<file path="config.mk">
export PLATFORM = sky130hd
export DESIGN_NAME = nes_mem_arbiter
export DESIGN_NICKNAME = d
export VERILOG_FILES = /design/src/rtl/nes_mem_arbiter.sv
export SDC_FILE = /design/constraint.sdc
export NUM_CORES = 1
export LEC_CHECK = 0
export BUFFER_PORTS_ARGS = -buffer_cell sky130_fd_sc_hd__buf_2
export CORE_MARGIN = 1.5
export CORE_UTILIZATION = 35
export DETAILED_ROUTE_END_ITERATION = 6
export MAX_ROUTING_LAYER = met4
export PLACE_DENSITY = 0.76
export SYNTH_ARGS = -nofsm -noshare
export SYNTH_HDL_FRONTEND = slang
export SYNTH_SLANG_ARGS = --single-unit
</file>
<file path="constraint.sdc">
create_clock -name clock -period 4.4 [get_ports clock]
set_input_delay 1.32 -clock clock [delete_from_list [all_inputs] [get_ports clock]]
set_output_delay 1.32 -clock clock [all_outputs]
set_load 0.01 [all_outputs]
</file>
<file path="src/rtl/nes_mem_arbiter.sv">
// nes_mem_arbiter
// Shares one single-port memory between the flash loader, the CPU and the PPU.
// Only one transaction is in flight at a time. A write takes IDLE -> ACCESS -> IDLE.
// A read takes IDLE -> ACCESS -> READ_WAIT -> IDLE. A requester that is acknowledged
// in a cycle sits out arbitration in that same cycle. As a result, two requesters
// that both hold their requests are served alternately.

module nes_mem_arbiter #(
    parameter int ADDR_W = 22,
    parameter int DATA_W = 8
) (
    input  logic              clock,
    input  logic              reset_n,
    input  logic              load_active,
    input  logic              ld_req,
    input  logic [ADDR_W-1:0] ld_addr,
    input  logic [DATA_W-1:0] ld_d,
    output logic              ld_ack,
    input  logic              cpu_req,
    input  logic              cpu_we,
    input  logic [ADDR_W-1:0] cpu_addr,
    input  logic [DATA_W-1:0] cpu_d,
    output logic              cpu_ack,
    output logic [DATA_W-1:0] cpu_q,
    input  logic              ppu_req,
    input  logic [ADDR_W-1:0] ppu_addr,
    output logic              ppu_ack,
    output logic [DATA_W-1:0] ppu_q,
    output logic [ADDR_W-1:0] mem_addr,
    output logic              mem_wren,
    output logic [DATA_W-1:0] mem_d,
    input  logic [DATA_W-1:0] mem_q
);

    typedef enum logic [1:0] {
        ST_IDLE      = 2'd0,
        ST_ACCESS    = 2'd1,
        ST_READ_WAIT = 2'd2
    } state_t;

    typedef enum logic [1:0] {
        OWN_LD  = 2'd0,
        OWN_CPU = 2'd1,
        OWN_PPU = 2'd2
    } owner_t;

    state_t              state_q,     state_d;
    owner_t              owner_q,     owner_d;
    logic [ADDR_W-1:0]   mem_addr_q,  mem_addr_d;
    logic [DATA_W-1:0]   mem_d_q,     mem_d_d;
    logic                mem_wren_q,  mem_wren_d;
    logic                ld_ack_q,    ld_ack_d;
    logic                cpu_ack_q,   cpu_ack_d;
    logic                ppu_ack_q,   ppu_ack_d;
    logic [DATA_W-1:0]   cpu_rdata_q, cpu_rdata_d;
    logic [DATA_W-1:0]   ppu_rdata_q, ppu_rdata_d;
    // 1 means the PPU won the most recent CPU/PPU grant, so the CPU wins the next tie.
    logic                last_ppu_q,  last_ppu_d;

    // A requester that is being acknowledged this cycle cannot win again this cycle.
    logic ld_ok, cpu_ok, ppu_ok;
    assign ld_ok  = ld_req  & ~ld_ack_q;
    assign cpu_ok = cpu_req & ~cpu_ack_q;
    assign ppu_ok = ppu_req & ~ppu_ack_q;

    // Next-state logic: arbitrate in IDLE, then run the memory access for the granted owner.
    always_comb begin
        // NOTE: every _d starts at its hold value, or 0 for pulses, so that no branch infers a latch.
        state_d     = state_q;
        owner_d     = owner_q;
        mem_addr_d  = mem_addr_q;
        mem_d_d     = mem_d_q;
        mem_wren_d  = 1'b0;
        ld_ack_d    = 1'b0;
        cpu_ack_d   = 1'b0;
        ppu_ack_d   = 1'b0;
        cpu_rdata_d = cpu_rdata_q;
        ppu_rdata_d = ppu_rdata_q;
        last_ppu_d  = last_ppu_q;

        case (state_q)
            ST_IDLE: begin
                if (load_active) begin
                    // The loader owns memory; CPU and PPU requests stay pending.
                    if (ld_ok) begin
                        state_d    = ST_ACCESS;
                        owner_d    = OWN_LD;
                        mem_addr_d = ld_addr;
                        mem_d_d    = ld_d;
                        mem_wren_d = 1'b1;
                    end
                end else if (cpu_ok && (!ppu_ok || last_ppu_q)) begin
                    state_d    = ST_ACCESS;
                    owner_d    = OWN_CPU;
                    mem_addr_d = cpu_addr;
                    mem_d_d    = cpu_d;
                    mem_wren_d = cpu_we;
                    last_ppu_d = 1'b0;
                end else if (ppu_ok) begin
                    state_d    = ST_ACCESS;
                    owner_d    = OWN_PPU;
                    mem_addr_d = ppu_addr;
                    last_ppu_d = 1'b1;
                end
            end

            ST_ACCESS: begin
                if (mem_wren_q) begin
                    // The write lands in this cycle, so acknowledge it and go back to arbitration.
                    state_d   = ST_IDLE;
                    ld_ack_d  = (owner_q == OWN_LD);
                    cpu_ack_d = (owner_q == OWN_CPU);
                    ppu_ack_d = (owner_q == OWN_PPU);
                end else begin
                    state_d = ST_READ_WAIT;
                end
            end

            ST_READ_WAIT: begin
                // mem_q now holds the data for the address presented in ACCESS.
                state_d = ST_IDLE;
                case (owner_q)
                    OWN_CPU: begin
                        cpu_rdata_d = mem_q;
                        cpu_ack_d   = 1'b1;
                    end
                    OWN_PPU: begin
                        ppu_rdata_d = mem_q;
                        ppu_ack_d   = 1'b1;
                    end
                    default: ;
                endcase
            end

            default: state_d = ST_IDLE;
        endcase
    end

    // State and registered outputs; reset drops any transaction in flight.
    always_ff @(posedge clock or negedge reset_n) begin
        if (!reset_n) begin
            state_q     <= ST_IDLE;
            owner_q     <= OWN_LD;
            mem_addr_q  <= '0;
            mem_d_q     <= '0;
            mem_wren_q  <= 1'b0;
            ld_ack_q    <= 1'b0;
            cpu_ack_q   <= 1'b0;
            ppu_ack_q   <= 1'b0;
            cpu_rdata_q <= '0;
            ppu_rdata_q <= '0;
            last_ppu_q  <= 1'b1;
        end else begin
            // NOTE: non-blocking updates, so every flop sees the pre-edge values of the others.
            state_q     <= state_d;
            owner_q     <= owner_d;
            mem_addr_q  <= mem_addr_d;
            mem_d_q     <= mem_d_d;
            mem_wren_q  <= mem_wren_d;
            ld_ack_q    <= ld_ack_d;
            cpu_ack_q   <= cpu_ack_d;
            ppu_ack_q   <= ppu_ack_d;
            cpu_rdata_q <= cpu_rdata_d;
            ppu_rdata_q <= ppu_rdata_d;
            last_ppu_q  <= last_ppu_d;
        end
    end

    assign mem_addr = mem_addr_q;
    assign mem_d    = mem_d_q;
    assign mem_wren = mem_wren_q;
    assign ld_ack   = ld_ack_q;
    assign cpu_ack  = cpu_ack_q;
    assign ppu_ack  = ppu_ack_q;
    assign cpu_q    = cpu_rdata_q;
    assign ppu_q    = ppu_rdata_q;

endmodule

</file>
==> impl_metrics.json <==
{
  "ir_drop_uv": 221.9,
  "num_antenna_cells": 0,
  "rsz0062_at_grt": "no",
  "initial_core_util": 0.3639,
  "p_leak_nw": 1.761,
  "ys.flop_type": "dfrtp_1",
  "grt_overflow_total": 0,
  "synth-edff-count": 0,
  "grt_usage": 0.1706,
  "cap_viol_max_count": 0,
  "die_w_um": 90.08,
  "cts_sinks": 55,
  "timing.final.setup_violations": 0,
  "cts_root_buf": "clkbuf_8",
  "worstHoldEndpoint": "mem_addr[7]",
  "rows": 31,
  "drtIter0Drc": 95,
  "final_util": 0.4864,
  "drive_gt1_frac": 0.6239,
  "hold_depth": 1,
  "grt_pass1_vias": 2203,
  "ys_types": 31,
  "antenna_found_initial": 0,
  "critPathRequiredTime_ns": 4.59,
  "final_common_cell": "buf_2",
  "vias": 2185,
  "fp.dieH_um": 90.08,
  "ant_nets": 0,
  "total_power_mw": 2.069,
  "regToRegSetupSlack_ns": 1.83,
  "wl_um": 6572,
  "r2r-end": "mem_d[4]",
  "avgSynthCellArea_um2": 13.34,
  "core_region_area_um2": 7292,
  "clock_latency_ns": 0.31,
  "synth_nets": 299,
  "holdCritPathClass": "flop to flop",
  "io_buffers": 146,
  "dp_hpwl_um": 5000,
  "wire_per_inst_um": 14.87,
  "finalHoldViolations": 0,
  "cp-start-kind": "primary input",
  "ios": 147,
  "grt_max_degree": 37,
  "r2r_cells": 4,
  "power_density_nw_per_um2": 583.3,
  "ys_ff_latch": 55,
  "cts.path.max_buffers": 2,
  "clk_pin_slew_ns": 0.09,
  "maxSlewHeadroom": 0.2304,
  "area_delta_synth_final_pct": 33.66,
  "ctsResizeCount": 0,
  "ctsHtreeMaxLevel": 2,
  "tightestPinTransition_ns": 1.154,
  "place_congestion": 0.8072,
  "dr.pass1.iters": 4,
  "status": "finished clean",
  "finalMaxSlewViolations": 0,
  "ys_seq_area_frac": 0.5191,
  "drc": 0,
  "syn_area_um2": 2654,
  "vias_per_cell": 4.943,
  "ctsHoldBuffers": 0,
  "synth_cells": 199,
  "cts_buffers": 5,
  "final_nets": 442,
  "max_freq_mhz": 311.3,
  "ys.warnings.count": 0,
  "layout_common_cells": "146 x buf_2, 54 x mux2_2, 54 x dfrtp_1",
  "critPathKind": "primary input to flop",
  "min_period_ns": 3.213,
  "timing.rr.start": "ppu_ack",
  "finClkSkew_ns": 0.008501,
  "fin_setup_tns_ns": 0,
  "post-cts-setup-buffer-count": 0,
  "cp_max_fo": 23,
  "die_area_um2": 8114,
  "grt_pass1_wl_um": 10780,
  "end_kind": "flop",
  "cts_tree": "built",
  "async_flop_share": 1.000,
  "critPathArrivalTime_ns": 3.40,
  "fin_crit_sh": 0.7302,
  "hold_start": "mem_addr[7]"
}
## synthesized netlist by cell type (all sizes together), types with 2 or more instances
cell     n  share of area
inv      5         0.0071
and3     2         0.0066
a21oi    2         0.0052
buf      6          0.018
mux2    54           0.23
ha       3          0.014
o21ai    3         0.0057
nor3b    2         0.0057
nor2b    2         0.0047
and2    23          0.054
dfrtp   54           0.51
clkbuf   6         0.0085
a221o   22          0.083
## registers in the layout (all words and copies together) (netlist names), 2 cells and up
register / count
mem_addr: 22
cpu_q: 8
mem_d: 8
ppu_q: 8
owner_q: 2
state_q: 2
## cell families after synthesis
family                   synth area share
flip-flops                         0.5191
adder cells (fa/ha/maj)           0.01415
AND/OR/NAND/NOR                   0.09147
AO/OA/AOI/OAI                      0.1084
buffers and inverters             0.03394
multiplexers                       0.2329
## worst max path at each step
stage	slack, ns	end	from
after detailed placement	0.88	mem_d[2]	ppu_req
final	1.19	mem_d[4]	ppu_req
after global routing	1.08	mem_d[4]	ppu_req
after floorplan	1.65	mem_addr[20]	ppu_req
after global placement	0.89	mem_d[6]	ppu_req
after CTS	1.19	mem_d[4]	ppu_req
## layer usage
| metal | share of wire | global-route usage | vias to the layer above |
|---|---|---|---|
| met1 | 0.39 | 0.1964 | 1055 |
| met4 | 0.0087 | 0.03571 | 0 |
| met2 | 0.51 | 0.2917 | 104 |
| met3 | 0.090 | 0.05415 | 7 |
| met5 | 0 | - | - |
| li1 | - | - | 1019 |
## stage by stage
| step | hold WS (ns) | instances | setup WS [ns] | instance area (µm²) |
|---|---|---|---|---|
| after global routing | 0.5224 | 442 | 1.079 | 3547 |
| after detailed placement | 0.4883 | 434 | 0.8787 | 3452 |
| final | 0.5073 | 442 | 1.187 | 3547 |
| after global placement | 0.4837 | 434 | 0.8895 | 3452 |
| after floorplan | 0.4521 | 199 | 1.646 | 2654 |
| after CTS | 0.5114 | 442 | 1.187 | 3547 |
## worst max-delay path: stages
cell and delay (ns):
buf_2 0.08, or3b_4 0.37, a21oi_2 0.87, and3b_1 0.42, mux2_2 0.33
## final cells by class
| cell class | instances | area (µm²) |
|---|---|---|
| Fill cell | 700 | 3745 |
| Sequential cell | 55 | 1378 |
| Multi-Input combinational cell | 127 | 1186 |
| Timing Repair Buffer | 148 | 745.7 |
| Tap cell | 99 | 123.9 |
| Clock buffer | 7 | 86.33 |
| Inverter | 5 | 18.77 |
| Clock inverter | 1 | 8.758 |
## report_power, final
group          internal, mW  switching, mW
combinational         0.484          0.418
clock                 0.129          0.160
sequential            0.753          0.126
total                  1.37          0.703
No activity file was read; power rests on OpenSTA's default activity.
